--- src/rtl/clk_div_multi.sv ---
// Multi-channel programmable clock divider; new divisors take effect at the period wrap or on sync_restart.
// Define CLKDIV_PHASE_EN to add per-channel phase offsets loaded into the counter on sync_restart.
module clk_div_multi #(
  parameter int               NCH         = 4,
  parameter int               CNT_W       = 28,
  parameter logic [CNT_W-1:0] DEFAULT_DIV = 28'd255102,
  parameter int               CH_W        = 2
) (
  input  logic             clock_in,
  input  logic             reset,
  input  logic             enable,
  input  logic             sync_restart,
  input  logic             wr_en,
  input  logic [CH_W-1:0]  wr_ch,
  input  logic [CNT_W-1:0] wr_div,
`ifdef CLKDIV_PHASE_EN
  input  logic [CNT_W-1:0] wr_phase,
`endif
  output logic [NCH-1:0]   clock_out,
  output logic [NCH-1:0]   tick,
  output logic             cfg_err
);

  localparam logic [CH_W:0] NCH_L = (CH_W+1)'(NCH);

  logic [CNT_W-1:0] count   [NCH];
  logic [CNT_W-1:0] div_act [NCH];
  logic [CNT_W-1:0] div_shd [NCH];
`ifdef CLKDIV_PHASE_EN
  logic [CNT_W-1:0] phase_shd [NCH];
`endif

  logic wr_ok;

  always_comb begin
    wr_ok = wr_en && (wr_div >= CNT_W'(2)) && ({1'b0, wr_ch} < NCH_L);
`ifdef CLKDIV_PHASE_EN
    wr_ok = wr_ok && (wr_phase < wr_div);
`endif
  end

  always_ff @(posedge clock_in or posedge reset) begin
    if (reset) begin
      for (int i = 0; i < NCH; i++) begin
        count[i]   <= '0;
        div_act[i] <= DEFAULT_DIV;
        div_shd[i] <= DEFAULT_DIV;
`ifdef CLKDIV_PHASE_EN
        phase_shd[i] <= '0;
`endif
      end
      clock_out <= '0;
      tick      <= '0;
      cfg_err   <= 1'b0;
    end else begin
      cfg_err <= wr_en && !wr_ok;
      for (int i = 0; i < NCH; i++) begin
        // Shadow update is independent of enable/restart; div_act samples the pre-write value.
        if (wr_ok && (wr_ch == CH_W'(i))) begin
          div_shd[i] <= wr_div;
`ifdef CLKDIV_PHASE_EN
          phase_shd[i] <= wr_phase;
`endif
        end

        if (sync_restart) begin
`ifdef CLKDIV_PHASE_EN
          count[i] <= phase_shd[i];
`else
          count[i] <= '0;
`endif
          div_act[i]   <= div_shd[i];
          clock_out[i] <= 1'b0;
          tick[i]      <= 1'b0;
        end else if (enable) begin
          clock_out[i] <= (count[i] < (div_act[i] >> 1));
          tick[i]      <= (count[i] == div_act[i] - CNT_W'(1));
          if (count[i] == div_act[i] - CNT_W'(1)) begin
            count[i]   <= '0;
            div_act[i] <= div_shd[i];
          end else begin
            count[i] <= count[i] + CNT_W'(1);
          end
        end else begin
          tick[i] <= 1'b0;
        end
      end
    end
  end

endmodule

--- config.mk ---
export PLATFORM = sky130hd
export DESIGN_NAME = clk_div_multi
export DESIGN_NICKNAME = d
export VERILOG_FILES = /design/src/rtl/clk_div_multi.sv
export SDC_FILE = /design/constraint.sdc
export NUM_CORES = 1
export LEC_CHECK = 0
export BUFFER_PORTS_ARGS = -buffer_cell sky130_fd_sc_hd__buf_2
export CAP_MARGIN = 40
export CORE_MARGIN = 3
export CORE_UTILIZATION = 50
export CTS_CLUSTER_DIAMETER = 200
export DETAILED_ROUTE_END_ITERATION = 6
export HOLD_SLACK_MARGIN = 0.06
export PLACE_DENSITY = 0.65
export SLEW_MARGIN = 20
export SYNTH_ARGS = -nofsm -noshare
export SYNTH_HDL_FRONTEND = slang
export SYNTH_SLANG_ARGS = --single-unit
--- constraint.sdc ---
create_clock -name clock_in -period 29.3 [get_ports clock_in]
set_clock_uncertainty 0.05 [all_clocks]
set_input_delay 2.93 -clock clock_in [delete_from_list [all_inputs] [get_ports clock_in]]
set_output_delay 2.93 -clock clock_in [all_outputs]
set_load 0.05 [all_outputs]
# Word level (Yosys, flattened, before mapping)

Cells that the tools add are included.

Flip-flop bits (word level): 345
Bits of input ports: 35
Output and inout port bits: 9

$add $sub $neg: 8
Magnitude comparators: 5
Eq/ne operators: 7
Multiplexer cells: 40
Reduce and logical (&&, ||, !) cells: 17

Operator list:

| cell                                                 | number |
|---|---|
| 2-to-1 mux 28 bit                                    | 24 |
| adder 28 x 1 -> 28 bit, second input constant        | 4 |
| equality test 28 bit                                 | 4 |
| < comparator 28 x 27 -> 1 bit                        | 4 |
| subtractor 28 x 1 -> 28 bit, second input constant   | 4 |
| >= comparator 28 x 2 -> 1 bit, second input constant | 1 |
| 2-to-1 mux 1 bit                                     | 16 |
| nonzero test 2 bit                                   | 5 |
| AND reduction 2 bit                                  | 4 |
| logical AND 1 bit                                    | 6 |
| equality test 2 bit, second input constant           | 2 |
| equality test 2 x 1 -> 1 bit, second input constant  | 1 |
| zero test 2 bit                                      | 1 |
| zero test 1 bit                                      | 1 |

# Longest topological paths before layout

Depth after elaboration: 5
Depth in mapped cells: 15
Gate-level depth less buffers: 10

# Least setup slack after synthesis

No wires, ideal clock.

Path kind: input -> register
Start: in wr_div[6]
End: reg div_shd[102] (netlist name)
Setup time: 0.125 ns
Arrival time: 4.775 ns
Required time: 29.125 ns
Slack: 24.351 ns
Stages on the path: 7
Path through: nor4_1 > nand4_1 > o21ai_0 > or3_1 > clkbuf_1 > clkbuf_1 > mux2_2

Cells in the longest elaborated chain, start to end: 3

Ends and longest elaborated chain:

| element                        | line | source |
|---|---|---|
| start: declaration             | 15   | `input logic [CNT_W-1:0] wr_div,` |
| >= comparator 28 x 2 -> 1 bit  | 36   | `wr_ok = wr_en && (wr_div >= CNT_W'(2)) && ({1'b0, wr_ch} < NCH_L);` |
| logical AND 1 bit              | 36   |  |
| logical AND 1 bit              | 59   | `if (wr_ok && (wr_ch == CH_W'(i))) begin` |
| end signal: indexed assignment | 60   | `div_shd[i] <= wr_div;` |
| end: declaration               | 28   | `logic [CNT_W-1:0] div_shd [NCH];` |

No other way between the ends.
A chain may end at the register's enable or synchronous reset.

# Final worst setup path

Start: in enable
End: reg clock_out[0]

Cells in the longest elaborated chain, start to end: 1

Ends and longest elaborated chain:

| element                        | line | source |
|---|---|---|
| start: declaration             | 11   | `input logic enable,` |
| nonzero test 2 bit (no line)   | --   |  |
| end signal: indexed assignment | 76   | `clock_out[i] <= (count[i] < (div_act[i] >> 1));` |
| end: declaration               | 19   | `output logic [NCH-1:0] clock_out,` |

No other way between the ends.

==> flow_summary.toml <==
[detailed_routing]
finalWirelength_um = 59700
remaining_drc_errors = 0
vias_per_cell = 6.13
num_vias = 17200
initialDrtViolationCount = 1202
first_pass_iters = 5
route.detailed.wl_per_inst_um = 21.3
postRouteAntennaNets = 0

[synthesis]
ys_seq_area_frac = 0.403
syn_avg_cell_area_um2 = 9.91
synthFlopType = "dfrtp_1"
synth.distinct_cells = 89
ys_warn_count = 0
synth_edf_count = 0
async_reset_ff_frac = 1.00
synth_nets = 2337
ys_ff_latch = 345
synth_cells = 2190
netlist_area_um2 = 21700

[grt]
grt_util_all_layers = 0.259
grt_pass1_wl_um = 94700
grt_antenna_before_repair = 5
grt_max_degree = 169
grt.overflow.total = 0
grt_pass1_vias = 16600

[pwr]
intPower_uw = 997
seqPwrFrac = 0.452
sw_frac_of_total = 0.319
clock_power_share = 0.339
pwr-share-comb = 0.209
switching_power_uw = 467
ir_worst_vdd_uv = 50.2
power_density_nw_per_um2 = 61.8
leakage_nw = 10.2

[sta]
finalCriticalPeriod_ns = 5.30
drv_slew = 0
fmax_mhz = 189
setup_tns_ns = 0
tightest_slew_ns = 0.971
fin_crit_sh = 0.181
setup_viol = 0
hold_slack_ns = 0.430
postLayoutSetupSlackWorst_ns = 24.00
hold_viol = 0
rsz0062_at_grt = "no"
slew_headroom = 0.353

[setup_path]
cp_top_family = "compound AO/OA/AOI/OAI gates"
path_buf_inv = 2
cp_cell_sequence = "buf_2, buf_4, nand2_1, a2111oi_0, o2111ai_1, o21ai_0"
end_kind = "flip-flop"
critical_path_arrival_ns = 5.71
start_kind = "input port"
critPathKind = "in2reg"
crit_path_max_fanout = 64
cp.required_ns = 29.72
max_stage_delay_ns = 0.72
cp_slowest_cell = "a2111oi_0"

[final_layout]
fillers = 3779
multi_input_area_um2 = 12000
diodes = 0
finish.net_count = 2339
final_core_util = 0.559
design_area_um2 = 23700
syn_to_final_growth_pct = 9.31
layout-drive-gt1-share = 0.176
seq_area_um2 = 8750

[outcome]
status = "finished, final reports clean"

[place]
place.gp.congestion = 0.921
numPortBuffers = 43
dpl_worst_slack_ns = 23.45
post_dp_cell_area_um2 = 22400
dp_hpwl_um = 42400

[floorplan]
core_um2 = 42400
die_h_um = 214
die_x_um = 214
io_pins = 44
rows = 75
initial_core_util = 0.512
die_area_um2 = 45900

[clock_tree]
clk_pin_slew_ns = 0.06
clock_latency_ns = 0.56
cts_made_buffers = 39
cts_buffer_depth = 3
hold_buffers = 0
clock-sinks = 345
post_cts.repair.setup_buffers = 0
post_cts_resized = 0
htreeDepth = 2
cts_tree = "yes"
root_buffer = "clkbuf_16"

[flow_run]
drv_cap = 0

[hold_path]
hp-class = "reg2reg"
[per-layer routing]
metal  wire length (um)  track usage  up-vias
met2              26900        0.408      539
li1                   -            -     7957
met5                 31            0        -
met3               3910       0.0421      116
met4               1860       0.0798        4
met1              27000        0.369     8545
[per-stage QoR]
| step | power (mW) | instances |
|---|---|---|
| floorplan | 0.873 | 2190 |
| global placement | 0.957 | 2722 |
| detailed placement | 0.972 | 2724 |
| CTS | 1.47 | 2794 |
| global route | 1.54 | 2798 |
| finish | 1.46 | 2798 |
[kinds of logic (layout without fill, tap and decap cells)]
kind of cell / Yosys count / count (layout) / synth area share
compound gates: 309 / 309 / 0.0998
fa+ha+maj: 113 / 113 / 0.0650
flops: 345 / 345 / 0.403
mux: 237 / 237 / 0.122
buf+inv: 242 / 273 / 0.0446
simple gates: 745 / 745 / 0.184
xor+xnor: 199 / 199 / 0.0803
[cell usage in the layout, fill, tap and decap left out, types with 16 or more instances in the layout]
cell,synthesis,routed
mux2_2,128,128
and4_1,17,17
dfrtp_1,249,249
nand2b_1,16,16
nand3_1,86,86
xor2_1,95,95
clkbuf_16,0,39
nand4_1,74,74
nor2_1,138,137
mux2_1,99,99
nor3_1,99,99
or3_1,22,22
inv_1,136,135
and3_1,30,30
xnor2_1,104,104
a21o_1,41,41
a21oi_1,53,53
nand2_1,118,117
ha_1,112,112
buf_2,14,43
nor4_1,56,55
dfstp_2,96,96
buf_4,7,17
or4_1,18,18
o21ai_0,60,60
[path summary, 6_finish.rpt]
path | start | endpoint | slack, ns | cells past startpoint
max reg2reg | div_act[28] | div_act[50] | 24.50 | 11
min in group asynchronous | reset | count[95] | 2.44 | 2
min reg2reg | div_shd[9] | div_act[9] | 0.43 | 1
max in group asynchronous | reset | div_act[70] | 24.88 | 5
min | div_shd[9] | div_act[9] | 0.43 | 1
max | enable | clock_out[0] | 24.00 | 6
[cell usage after synthesis (22+ instances only)]
library cell  number  area (um^2)
dfrtp_1          249         6230
nor2_1           138          518
inv_1            136          510
mux2_2           128         1440
nand2_1          118          443
ha_1             112         1400
xnor2_1          104          911
mux2_1            99         1110
nor3_1            99          495
dfstp_2           96         2520
xor2_1            95          832
nand3_1           86          430
clkbuf_1          80          300
nand4_1           74          463
o21ai_0           60          300
nor4_1            56          350
a21oi_1           53          265
a21o_1            41          308
and3_1            30          188
or3_1             22          138
[area by class of cell]
cell class | count | share of cell area
Clock buffer | 49 | 0.0440
Clock inverter | 21 | 0.00987
Inverter | 136 | 0.0218
Multi-Input combinational cell | 1603 | 0.506
Sequential cell | 345 | 0.369
Tap cell | 577 | 0.0304
Timing Repair Buffer | 67 | 0.0185
[registers in the layout, summed over array words and instances, names as in the netlist]
name,cells
count,112
div_act,112
div_shd,112
clock_out,4
tick,4
cfg_err,1
[power by group through the flow]
| stage | sequential [mW] | combinational (mW) | clock (mW) |
|---|---|---|---|
| after floorplan | 0.620 | 0.253 | 0 |
| after global placement | 0.664 | 0.294 | 0 |
| after detailed placement | 0.667 | 0.304 | 0 |
| after CTS | 0.659 | 0.306 | 0.506 |
| after global routing | 0.674 | 0.344 | 0.527 |
| final | 0.662 | 0.307 | 0.496 |
No activity file was read; power rests on OpenSTA's default activity.
